**src/rtl/bmi_rot_issue_if.sv**
```systemverilog
// bmi_rot_issue_if: request/result handshake bundle for bmi_rot_issue.
//   Request side : in_valid, in_ready, in_op, in_a, in_shamt
//   Result side  : out_valid, out_ready, out_data, out_err
//   master modport : the upstream/downstream environment
//   slave modport  : the bmi_rot_issue block
interface bmi_rot_issue_if #(
  parameter int DATA_WIDTH = 256
);
  logic                  in_valid;
  logic                  in_ready;
  logic                  in_op;
  logic [DATA_WIDTH-1:0] in_a;
  logic [7:0]            in_shamt;
  logic                  out_valid;
  logic                  out_ready;
  logic [DATA_WIDTH-1:0] out_data;
  logic                  out_err;

  modport master (
    output in_valid, in_op, in_a, in_shamt, out_ready,
    input  in_ready, out_valid, out_data, out_err
  );

  modport slave (
    input  in_valid, in_op, in_a, in_shamt, out_ready,
    output in_ready, out_valid, out_data, out_err
  );
endinterface

```
**src/rtl/bmi_rot_issue.sv**
```systemverilog
// bmi_rot_issue: issues one rotate request at a time to an external
// fixed-latency right-rotator and presents the captured result.
//   clk        : single clock, rising edge
//   rst_n      : synchronous active-low reset
//   bus        : bmi_rot_issue_if.slave request/result handshake
//   rot_enable : high for the single ISSUE cycle
//   rot_a      : operand held for the rotator
//   rot_shift  : right-rotate amount in [7:0], upper bits zero
//   rot_result : rotator output, captured into bus.out_data
// Build option: define BMI_ROT_ISSUE_ROTL_EN to make in_op=1 (rotate left)
// legal; otherwise in_op=1 rotates right and flags out_err.
module bmi_rot_issue #(
  parameter int DATA_WIDTH  = 256,
  parameter int ROT_LATENCY = 1
) (
  input  logic                  clk,
  input  logic                  rst_n,
  bmi_rot_issue_if.slave        bus,
  output logic                  rot_enable,
  output logic [DATA_WIDTH-1:0] rot_a,
  output logic [DATA_WIDTH-1:0] rot_shift,
  input  logic [DATA_WIDTH-1:0] rot_result
);

`ifdef BMI_ROT_ISSUE_ROTL_EN
  localparam bit ROTL_EN = 1'b1;
`else
  localparam bit ROTL_EN = 1'b0;
`endif

  typedef enum logic [1:0] {IDLE, ISSUE, WAIT, DONE} state_t;

  state_t     state, state_next;
  logic [2:0] cnt, cnt_next;
  logic [7:0] shamt_q;
  logic       err_q;
  logic       accept;
  logic       capture;
  logic [7:0] eff_shamt;
  logic       op_illegal;

  // A left rotate by n is a right rotate by (256 - n) mod 256, which is the
  // 8-bit two's complement negation of n.
  always_comb begin
    op_illegal = bus.in_op & ~ROTL_EN;
    if (bus.in_op && ROTL_EN) begin
      eff_shamt = 8'd0 - bus.in_shamt;
    end else begin
      eff_shamt = bus.in_shamt;
    end
  end

  // WAIT always lasts at least one cycle, then one more per latency step
  // beyond the first; the capture fires when the decremented count would
  // reach zero, so ROT_LATENCY of 0 and 1 both give a single WAIT cycle.
  always_comb begin
    state_next    = state;
    cnt_next      = cnt;
    bus.in_ready  = 1'b0;
    bus.out_valid = 1'b0;
    rot_enable    = 1'b0;
    capture       = 1'b0;
    case (state)
      IDLE: begin
        bus.in_ready = 1'b1;
        if (bus.in_valid) state_next = ISSUE;
      end
      ISSUE: begin
        rot_enable = 1'b1;
        cnt_next   = 3'(ROT_LATENCY);
        state_next = WAIT;
      end
      WAIT: begin
        if (cnt <= 3'd1) begin
          capture    = 1'b1;
          cnt_next   = 3'd0;
          state_next = DONE;
        end else begin
          cnt_next = cnt - 3'd1;
        end
      end
      DONE: begin
        bus.out_valid = 1'b1;
        bus.in_ready  = bus.out_ready;
        if (bus.out_ready) state_next = bus.in_valid ? ISSUE : IDLE;
      end
      default: state_next = IDLE;
    endcase
    accept = bus.in_valid & bus.in_ready;
  end

  always_ff @(posedge clk) begin
    if (!rst_n) begin
      state        <= IDLE;
      cnt          <= 3'd0;
      rot_a        <= '0;
      shamt_q      <= 8'd0;
      err_q        <= 1'b0;
      bus.out_data <= '0;
      bus.out_err  <= 1'b0;
    end else begin
      state <= state_next;
      cnt   <= cnt_next;
      if (accept) begin
        rot_a   <= bus.in_a;
        shamt_q <= eff_shamt;
        err_q   <= op_illegal;
      end
      if (capture) begin
        bus.out_data <= rot_result;
        bus.out_err  <= err_q;
      end
    end
  end

  assign rot_shift = {{(DATA_WIDTH-8){1'b0}}, shamt_q};

endmodule

```
**src/flat_wrapper.sv**
```systemverilog
// flat-port wrapper written by rule: the top's interface ports become plain ports
module bmi_rot_issue_flat 
#(
  parameter int DATA_WIDTH  = 256,
  parameter int ROT_LATENCY = 1
)
  (clk, rst_n, rot_enable, rot_a, rot_shift, rot_result, bus_in_valid, bus_in_op, bus_in_a, bus_in_shamt, bus_out_ready, bus_in_ready, bus_out_valid, bus_out_data, bus_out_err);
  bmi_rot_issue_if #(.DATA_WIDTH(DATA_WIDTH)) bus_i ();
  input  logic clk;
  input  logic rst_n;
  output logic rot_enable;
  output logic [DATA_WIDTH-1:0] rot_a;
  output logic [DATA_WIDTH-1:0] rot_shift;
  input  logic [DATA_WIDTH-1:0] rot_result;
  input wire logic [$bits(bus_i.in_valid)-1:0] bus_in_valid;
  input wire logic [$bits(bus_i.in_op)-1:0] bus_in_op;
  input wire logic [$bits(bus_i.in_a)-1:0] bus_in_a;
  input wire logic [$bits(bus_i.in_shamt)-1:0] bus_in_shamt;
  input wire logic [$bits(bus_i.out_ready)-1:0] bus_out_ready;
  output wire logic [$bits(bus_i.in_ready)-1:0] bus_in_ready;
  output wire logic [$bits(bus_i.out_valid)-1:0] bus_out_valid;
  output wire logic [$bits(bus_i.out_data)-1:0] bus_out_data;
  output wire logic [$bits(bus_i.out_err)-1:0] bus_out_err;
  assign bus_i.in_valid = bus_in_valid;
  assign bus_i.in_op = bus_in_op;
  assign bus_i.in_a = bus_in_a;
  assign bus_i.in_shamt = bus_in_shamt;
  assign bus_i.out_ready = bus_out_ready;
  assign bus_in_ready = bus_i.in_ready;
  assign bus_out_valid = bus_i.out_valid;
  assign bus_out_data = bus_i.out_data;
  assign bus_out_err = bus_i.out_err;
  bmi_rot_issue #(.DATA_WIDTH(DATA_WIDTH), .ROT_LATENCY(ROT_LATENCY)) u_core (.clk(clk), .rst_n(rst_n), .bus(bus_i), .rot_enable(rot_enable), .rot_a(rot_a), .rot_shift(rot_shift), .rot_result(rot_result));
endmodule
```
**config.mk**
```make
export PLATFORM = sky130hd
export DESIGN_NAME = bmi_rot_issue_flat
export DESIGN_NICKNAME = d
export VERILOG_FILES = /design/src/rtl/bmi_rot_issue_if.sv /design/src/rtl/bmi_rot_issue.sv /design/src/flat_wrapper.sv
export SDC_FILE = /design/constraint.sdc
export NUM_CORES = 1
export LEC_CHECK = 0
export ABC_AREA = 1
export BUFFER_PORTS_ARGS = -buffer_cell sky130_fd_sc_hd__buf_4
export CAP_MARGIN = 20
export CORE_AREA = 3 3 504 506
export CTS_CLUSTER_DIAMETER = 40
export DETAILED_ROUTE_END_ITERATION = 10
export DIE_AREA = 0 0 507 509
export MAX_ROUTING_LAYER = met4
export PLACE_DENSITY = 0.3
export RECOVER_POWER = 25
export SLEW_MARGIN = 10
export SYNTH_ARGS = -nofsm -noshare
export SYNTH_HDL_FRONTEND = slang
export SYNTH_SLANG_ARGS = --single-unit
```
**constraint.sdc**
```tcl
create_clock -name clk -period 3.31 [get_ports clk]
set_input_delay 0.4965 -clock clk [delete_from_list [all_inputs] [get_ports clk]]
set_output_delay 0.4965 -clock clk [all_outputs]
set_load 0.02 [all_outputs]
```
Word level (Yosys, flattened, before mapping)
Index checks and enable logic that the tools add are counted.
- bits in registers: 527
- latch bits: 0
- RAM bits: 0
- ROM bits: 0
- input bits: 525
- output and inout port bits: 772
- logic and storage cells: 31
- memories: 0
- add/sub/neg operators: 1
- multipliers: 0
- divide/modulo/power cells: 0
- $lt $le $gt $ge: 1
- equality and inequality tests: 6
- shift-type cells: 0
- mux-type cells: 12
- bitwise logic cells: 1
- reduce and logical (&&, ||, !) cells: 3
- operator list (kind ; count):
    2-bit one-hot mux with 4 select lines ; 1
    2-bit two-way mux ; 3
    3-bit one-hot mux with 2 select lines ; 1
    1-bit two-way mux ; 5
    2-bit equality test, second input constant ; 2
    2-bit inequality test, second input constant ; 2
    3-bit by 1-bit <= comparator with 1-bit output, second input constant ; 1
    3-bit two-way mux ; 1
    3-bit AND reduction ; 1
    3-bit by 1-bit subtractor with 3-bit output, second input constant ; 1
    2-bit by 1-bit equality test with 1-bit output, second input constant ; 1
    2-bit logical NOT ; 1
    2-bit by 1-bit inequality test with 1-bit output, second input constant ; 1
    1-bit one-hot mux with 2 select lines ; 1
    2-bit nonzero test ; 1
    1-bit bitwise AND ; 1

Depth between registers and ports, before layout
Gate-level depths: netlist of run 1.
- depth after elaboration: 3
- depth in mapped cells: 9
- depth with buffers taken out: 8

Least setup slack after synthesis of run 1
OpenSTA, ideal clock, no wires.
- path type: flip-flop to output port
- start point: register u_core.state[1]
- end point: output bus_in_ready
- data arrival time: 1.300 ns
- data required time: 2.813 ns
- setup slack: 1.514 ns
- stages on the path, launching flop included: 5
- path buffers: 1
- path through: dfxtp_1 > ha_1 > nand2_1 > a21oi_4 > buf_2
- cells in the longest elaborated chain, start to end: 2
- elaborated cells on any way between the ends: 3
- classes of those cells: eq/ne: 1; mux: 1; reduce/logical: 1
- ends and longest elaborated chain (item ; RTL line ; source):
    from (decl) ; bmi_rot_issue.sv:33 ; state_t state, state_next;
    from (signal assigned) ; bmi_rot_issue.sv:102 ; state <= state_next;
    2-bit equality test / 2-bit logical NOT (equally long branches) ; bmi_rot_issue.sv:63 ; case (state)
    1-bit one-hot mux with 2 select lines * ; bmi_rot_issue.sv:63 ;
    to (decl) ; flat_wrapper.sv:20 ; output wire logic [$bits(bus_i.in_ready)-1:0] bus_in_ready;
Every way passes the cells marked *; elsewhere a longest branch is shown, timed or not.

Worst setup path after layout of run 1
- start point: register u_core.state[0]
- end point: output bus_in_ready
Same word-level chain as after synthesis.

==> flow_summary_export.csv, run 1 <==
group,metric,value,unit
placed_design,gp_congestion,0.895,
critical_path,end_kind,"output pin",
finish,final_layout_size_suffix_gt1_frac,0.256,
timing,slew_headroom,-0.0705,
timing,worstMarginPinSlew,1610,ps
finish,ff_latch_area,10600,µm²
route,ant_nets,0,
route,wl_per_cell,18.8,µm
critical_path,r2r_slack,340,ps
worst_hold_path,hold_end,"u_core.rot_a[8]",
synth,synth_cells,2889,
clock_tree,insertion_delay,770,ps
timing,final_hold_viol_count,0,
job,max-cap-violations,1,
finish,fin_cells,7829,
global_routing,globalRouteOverflowTotal,0,
critical_path,r2r.worst_path.cells,6,
power_and_ir_drop,p_leak,17.1,nW
clock_tree,cts_tree,"yes",
finish,final_cell_mix,"buf_4 (844), nand2_1 (537), dfxtp_1 (527)",
worst_hold_path,min_from,"bus_in_a[8]",
critical_path,crit_arrival,2500,ps
status,violations,"max-capacitance violations, max-slew violations",
global_routing,grt_util_all_layers,0.111,
die,rows,184,
route,avgViaCountPerCell,3.15,
synth,synth.avg_cell_area,7.90,µm²
worst_hold_path,worstHoldPathType,"primary input to flop",
power_and_ir_drop,power,39.7,mW
critical_path,timing.rr.start,"u_core.state[0]",
finish,nFillCells,28823,
route,drcViolationCount,0,
status,status,"finished, violations left",
clock_tree,clk_pin_slew,40,ps
die,die-area,258000,µm²
clock_tree,clk_path_buf_depth,3,
die,fp.dieH,509,µm
critical_path,path_cells,"inv_1 -> ha_1 -> a21oi_4 -> buf_12 -> buf_4",
critical_path,r2r_end,"u_core.state[0]",
synth,ys_types,23,
timing,fin_crit_sh,0.905,
critical_path,worstPathRequired,2810,ps
route,route.vias.total,24681,
die,die_w,507,µm
timing,rsz0062_at_grt,"no",
die,core,250000,µm²
placed_design,dp_hpwl,114000,µm
power_and_ir_drop,ir_drop,0.480,mV
critical_path,cp_slowest_cell,"ha_1",
timing,fin_crit,3000,ps
synth,seq_area_frac_synth,0.462,
clock_tree,ctsResizeCount,0,
power_and_ir_drop,powerDensity,951,nW/µm²
synth,ys_warn_count,0,
timing,drv_slew,32,
critical_path,crit_family,"buffers and inverters",
finish,fin_nets,4836,
timing,fin_skew,55.4,ps
route,drt_iter0_drc,1145,
timing,setup_viol,0,
timing,setup_tns,0,ps
worst_hold_path,hold_depth,3,
critical_path,max_stage_delay,430,ps
global_routing,antenna_found_initial,59,
finish,synthToLayoutAreaGrowth,82.6,%
synth,syn_area,22800,µm²
finish,final_common_cell,"buf_4",
clock_tree,numCtsBuffers,151,
global_routing,grt_pass1_vias,25384,
critical_path,critPathLaunchType,"flop",
synth,ys_seq_elements,527,
die,start_util,0.0912,
route,drtPass1Iterations,5,
clock_tree,clkSinkCount,527,
die,ioPinCount,1297,
clock_tree,htree_levels,4,
critical_path,critPathBufInv,3,
global_routing,grt_start_max_net_pins,102,
placed_design,numPortBuffers,1048,
route,routed_wl,147000,µm
placed_design,place_inst,7132,
critical_path,cp_max_fo,50,
critical_path,crit_start,"u_core.state[0]",
global_routing,grt_pass1_wl,199000,µm
timing,clock.fmax,0.334,GHz
finish,multi_input_area,9720,µm²
critical_path,crit_type,"flop to output pin",
clock_tree,cts_root_buf,"clkbuf_16",
synthesized netlist by cell type (all sizes together):
master / number / area share
ha: 7 / 0.0038
conb: 1 / 0.00016
inv: 13 / 0.0021
dfxtp: 527 / 0.46
clkbuf: 59 / 0.0097
nand3b: 257 / 0.084
nand3: 269 / 0.060
nand2: 538 / 0.089
buf: 420 / 0.14
a21oi: 272 / 0.060
o21ai: 4 / 0.0010
nor2: 522 / 0.086
metrics by stage:
step	hold slack, ps	setup WS [ps]	util	cell area (µm²)
floorplan	438	1510	-	23800
global placement	452	968	0.133	33200
detailed placement	455	931	0.133	33200
CTS	0.0210	174	0.170	42600
global route	13.4	73.3	0.166	41700
finish	87.5	314	0.166	41700
worst max path at each step:
stage,end,cells past startpoint
after floorplan,bus_in_ready,4
after global placement,u_core.rot_a[66],7
after detailed placement,u_core.rot_a[20],7
after CTS,bus_in_ready,5
after global routing,u_core.state[0],7
final,bus_in_ready,5
timing repair:
| action | 4_1_cts | 5_1_grt |
|---|---|---|
| hold buffers | 367 | 0 |
| setup buffers | 0 | 0 |
| hold endpoints to repair | 367 | 0 |
state kept, by name (all words and copies together), names as in the netlist:
name / flops
u_core.bus.out_data: 256
u_core.bus.out_err: 1
u_core.cnt: 3
u_core.err_q: 1
u_core.rot_a: 256
u_core.shamt_q: 8
u_core.state: 2
worst min-delay path: cells and delay by family:
kind / cells / cell delay [ps]
buf+inv: 1 / 120
simple gates: 1 / 80
compound gates: 1 / 60
final cells by class:
class                           instances  share of cell area
Sequential cell                       527               0.253
Antenna cell                           51             0.00306
Timing Repair Buffer                 1494               0.273
Inverter                               13             0.00135
Multi-Input combinational cell       2117               0.233
Tap cell                             3348               0.100
Clock buffer                          195               0.102
Clock inverter                         84              0.0340
layer usage:
metal  wire length [µm]  track usage  part of all wire
met2              69400        0.182              0.47
met3              14700       0.0492              0.10
met4               4730       0.0376             0.032
met5                  0            -                 0
met1              58200        0.120              0.40
cells by family after synthesis:
| group | count (synthesis) | synth area share |
|---|---|---|
| simple gates | 1586 | 0.319 |
| flops | 527 | 0.462 |
| buf+inv | 492 | 0.154 |
| compound gates | 276 | 0.0611 |
| fa+ha+maj | 7 | 0.00384 |
| other cells | 1 | 0.000164 |
report_power, final:
group          switching [mW]  internal (mW)  total [mW]
logic                    9.68           4.41        14.1
clock network            5.00           11.2        16.2
registers                1.12           8.30        9.42
Note: power is estimated with default switching activity, not from simulation.
==> inputs of run 2 (changes only) <==
==> constraint.sdc (replaced) <==
create_clock -name clk -period 3.31 [get_ports clk]
set_input_delay 0.4965 -clock clk [delete_from_list [all_inputs] [get_ports clk]]
set_output_delay 0.4965 -clock clk [all_outputs]
set_load 0.01 [all_outputs]
==> flow_summary_export.csv, run 2 (synthesis gave the netlist of run 1 again) <==
group,metric,value,unit
status,status,"completed",
critical_path,critPathLaunchType,"flop",
clock_tree,clk_path_buf_depth,3,
worst_hold_path,hold_end,"u_core.bus.out_data[180]",
finish,reg_top3,"u_core.bus.out_data x256, u_core.rot_a x256, u_core.shamt_q x8",
critical_path,crit_arrival,2460,ps
finish,final_layout_size_suffix_gt1_frac,0.251,
timing,final_hold_viol_count,0,
global_routing,globalRouteOverflowTotal,0,
power_and_ir_drop,ir_drop,0.489,mV
route,avgViaCountPerCell,3.16,
critical_path,r2r_slack,940,ps
finish,synthToLayoutAreaGrowth,81.7,%
clock_tree,cts_tree,"yes",
route,wl_per_cell,18.7,µm
timing,worstMarginPinSlew,684,ps
timing,setup_slack,354,ps
die,core,250000,µm²
route,ant_nets,0,
timing,rsz0062_at_grt,"no",
clock_tree,ctsResizeCount,0,
clock_tree,clkSinkCount,527,
route,drt_iter0_drc,1170,
job,max-cap-violations,0,
critical_path,r2r.worst_path.cells,7,
finish,finish.utilization,0.166,
route,drcViolationCount,0,
route,route.vias.total,24834,
placed_design,dp_hpwl,114000,µm
clock_tree,insertion_delay,750,ps
finish,final_common_cell,"buf_4",
critical_path,cp_max_fo,50,
critical_path,crit_type,"flop to output pin",
critical_path,timing.rr.start,"u_core.state[0]",
timing,setup_viol,0,
timing,slew_headroom,0.544,
timing,fin_crit_sh,0.893,
die,rows,184,
global_routing,grt_pass1_wl,199000,µm
worst_hold_path,hold_depth,4,
die,ioPinCount,1297,
die,start_util,0.0912,
clock_tree,cts_root_buf,"clkbuf_16",
die,fp.dieH,509,µm
placed_design,place_ws,933,ps
global_routing,grt_start_max_net_pins,102,
worst_hold_path,min_from,"rot_result[180]",
global_routing,grt_util_all_layers,0.111,
placed_design,gp_congestion,0.895,
clock_tree,clk_pin_slew,40,ps
timing,clock.fmax,0.338,GHz
finish,fin_nets,4857,
die,die_w,507,µm
critical_path,r2r_end,"u_core.rot_a[23]",
placed_design,numPortBuffers,1048,
timing,setup_tns,0,ps
clock_tree,numCtsBuffers,153,
timing,drv_slew,0,
worst_hold_path,worstHoldPathType,"primary input to flop",
route,routed_wl,147000,µm
global_routing,grt_pass1_vias,25352,
critical_path,worstPathRequired,2810,ps
finish,final_cell_mix,"buf_4 (845), nand2_1 (537), dfxtp_1 (527)",
power_and_ir_drop,p_leak,17.0,nW
timing,fin_skew,26.6,ps
global_routing,antenna_found_initial,66,
die,die-area,258000,µm²
clock_tree,htree_levels,4,
timing,fin_crit,2960,ps
route,drtPass1Iterations,7,
power_and_ir_drop,powerDensity,890,nW/µm²
critical_path,end_kind,"output pin",
run 2: layout make-up:
class / instances / area [µm²]
inverters: 13 / 56.3
repair buffers: 1513 / 11600
diodes: 60 / 150
flip-flops and latches: 527 / 10600
multi-input cells: 2117 / 9720
well taps: 3348 / 4190
clock inverters: 56 / 811
fillers: 28831 / 209000
clock buffers: 218 / 4420
run 2: critical path, stage by stage, from the launching register on:
cell	delay, ps
dfxtp_1	370
inv_1	140
ha_1	430
a21oi_4	260
buf_12	280
buf_4	180
run 2: worst max path at each step:
stage / startpoint / depth (start not counted) / end
after floorplan: u_core.state[0] / 4 / bus_in_ready
after global placement: u_core.state[0] / 7 / u_core.rot_a[66]
after detailed placement: u_core.state[0] / 7 / u_core.rot_a[23]
after CTS: u_core.state[0] / 5 / bus_in_ready
after global routing: u_core.state[0] / 5 / bus_in_ready
final: u_core.state[0] / 5 / bus_in_ready
run 2: through the flow:
stage                     power [mW]  instance area [µm²]  std cells  hold slack, ps
after global routing            39.2                41500       7850            9.43
after detailed placement        22.8                33200       7132             454
after floorplan                 16.5                23800       3136             438
after CTS                       38.6                42300       7792         0.00522
final                           36.9                41500       7852            90.7
after global placement          22.8                33200       7132             452
run 2: per-layer routing:
layer,share of wire,global-route usage,up-vias
met1,0.40,0.119,11624
met5,0,-,-
met2,0.47,0.180,1100
li1,-,-,11899
met4,0.031,0.0363,0
met3,0.10,0.0518,211
run 2: repair_timing:
item | CTS | global route
hold endpoints to repair | 386 | 0
hold buffers | 386 | 0
setup buffers | 0 | 0
run 2: report_power, final:
| part | switching [mW] | internal, mW |
|---|---|---|
| Sequential | 1.13 | 8.30 |
| Clock | 4.84 | 10.1 |
| Combinational | 8.16 | 4.41 |
| Total | 14.1 | 22.8 |
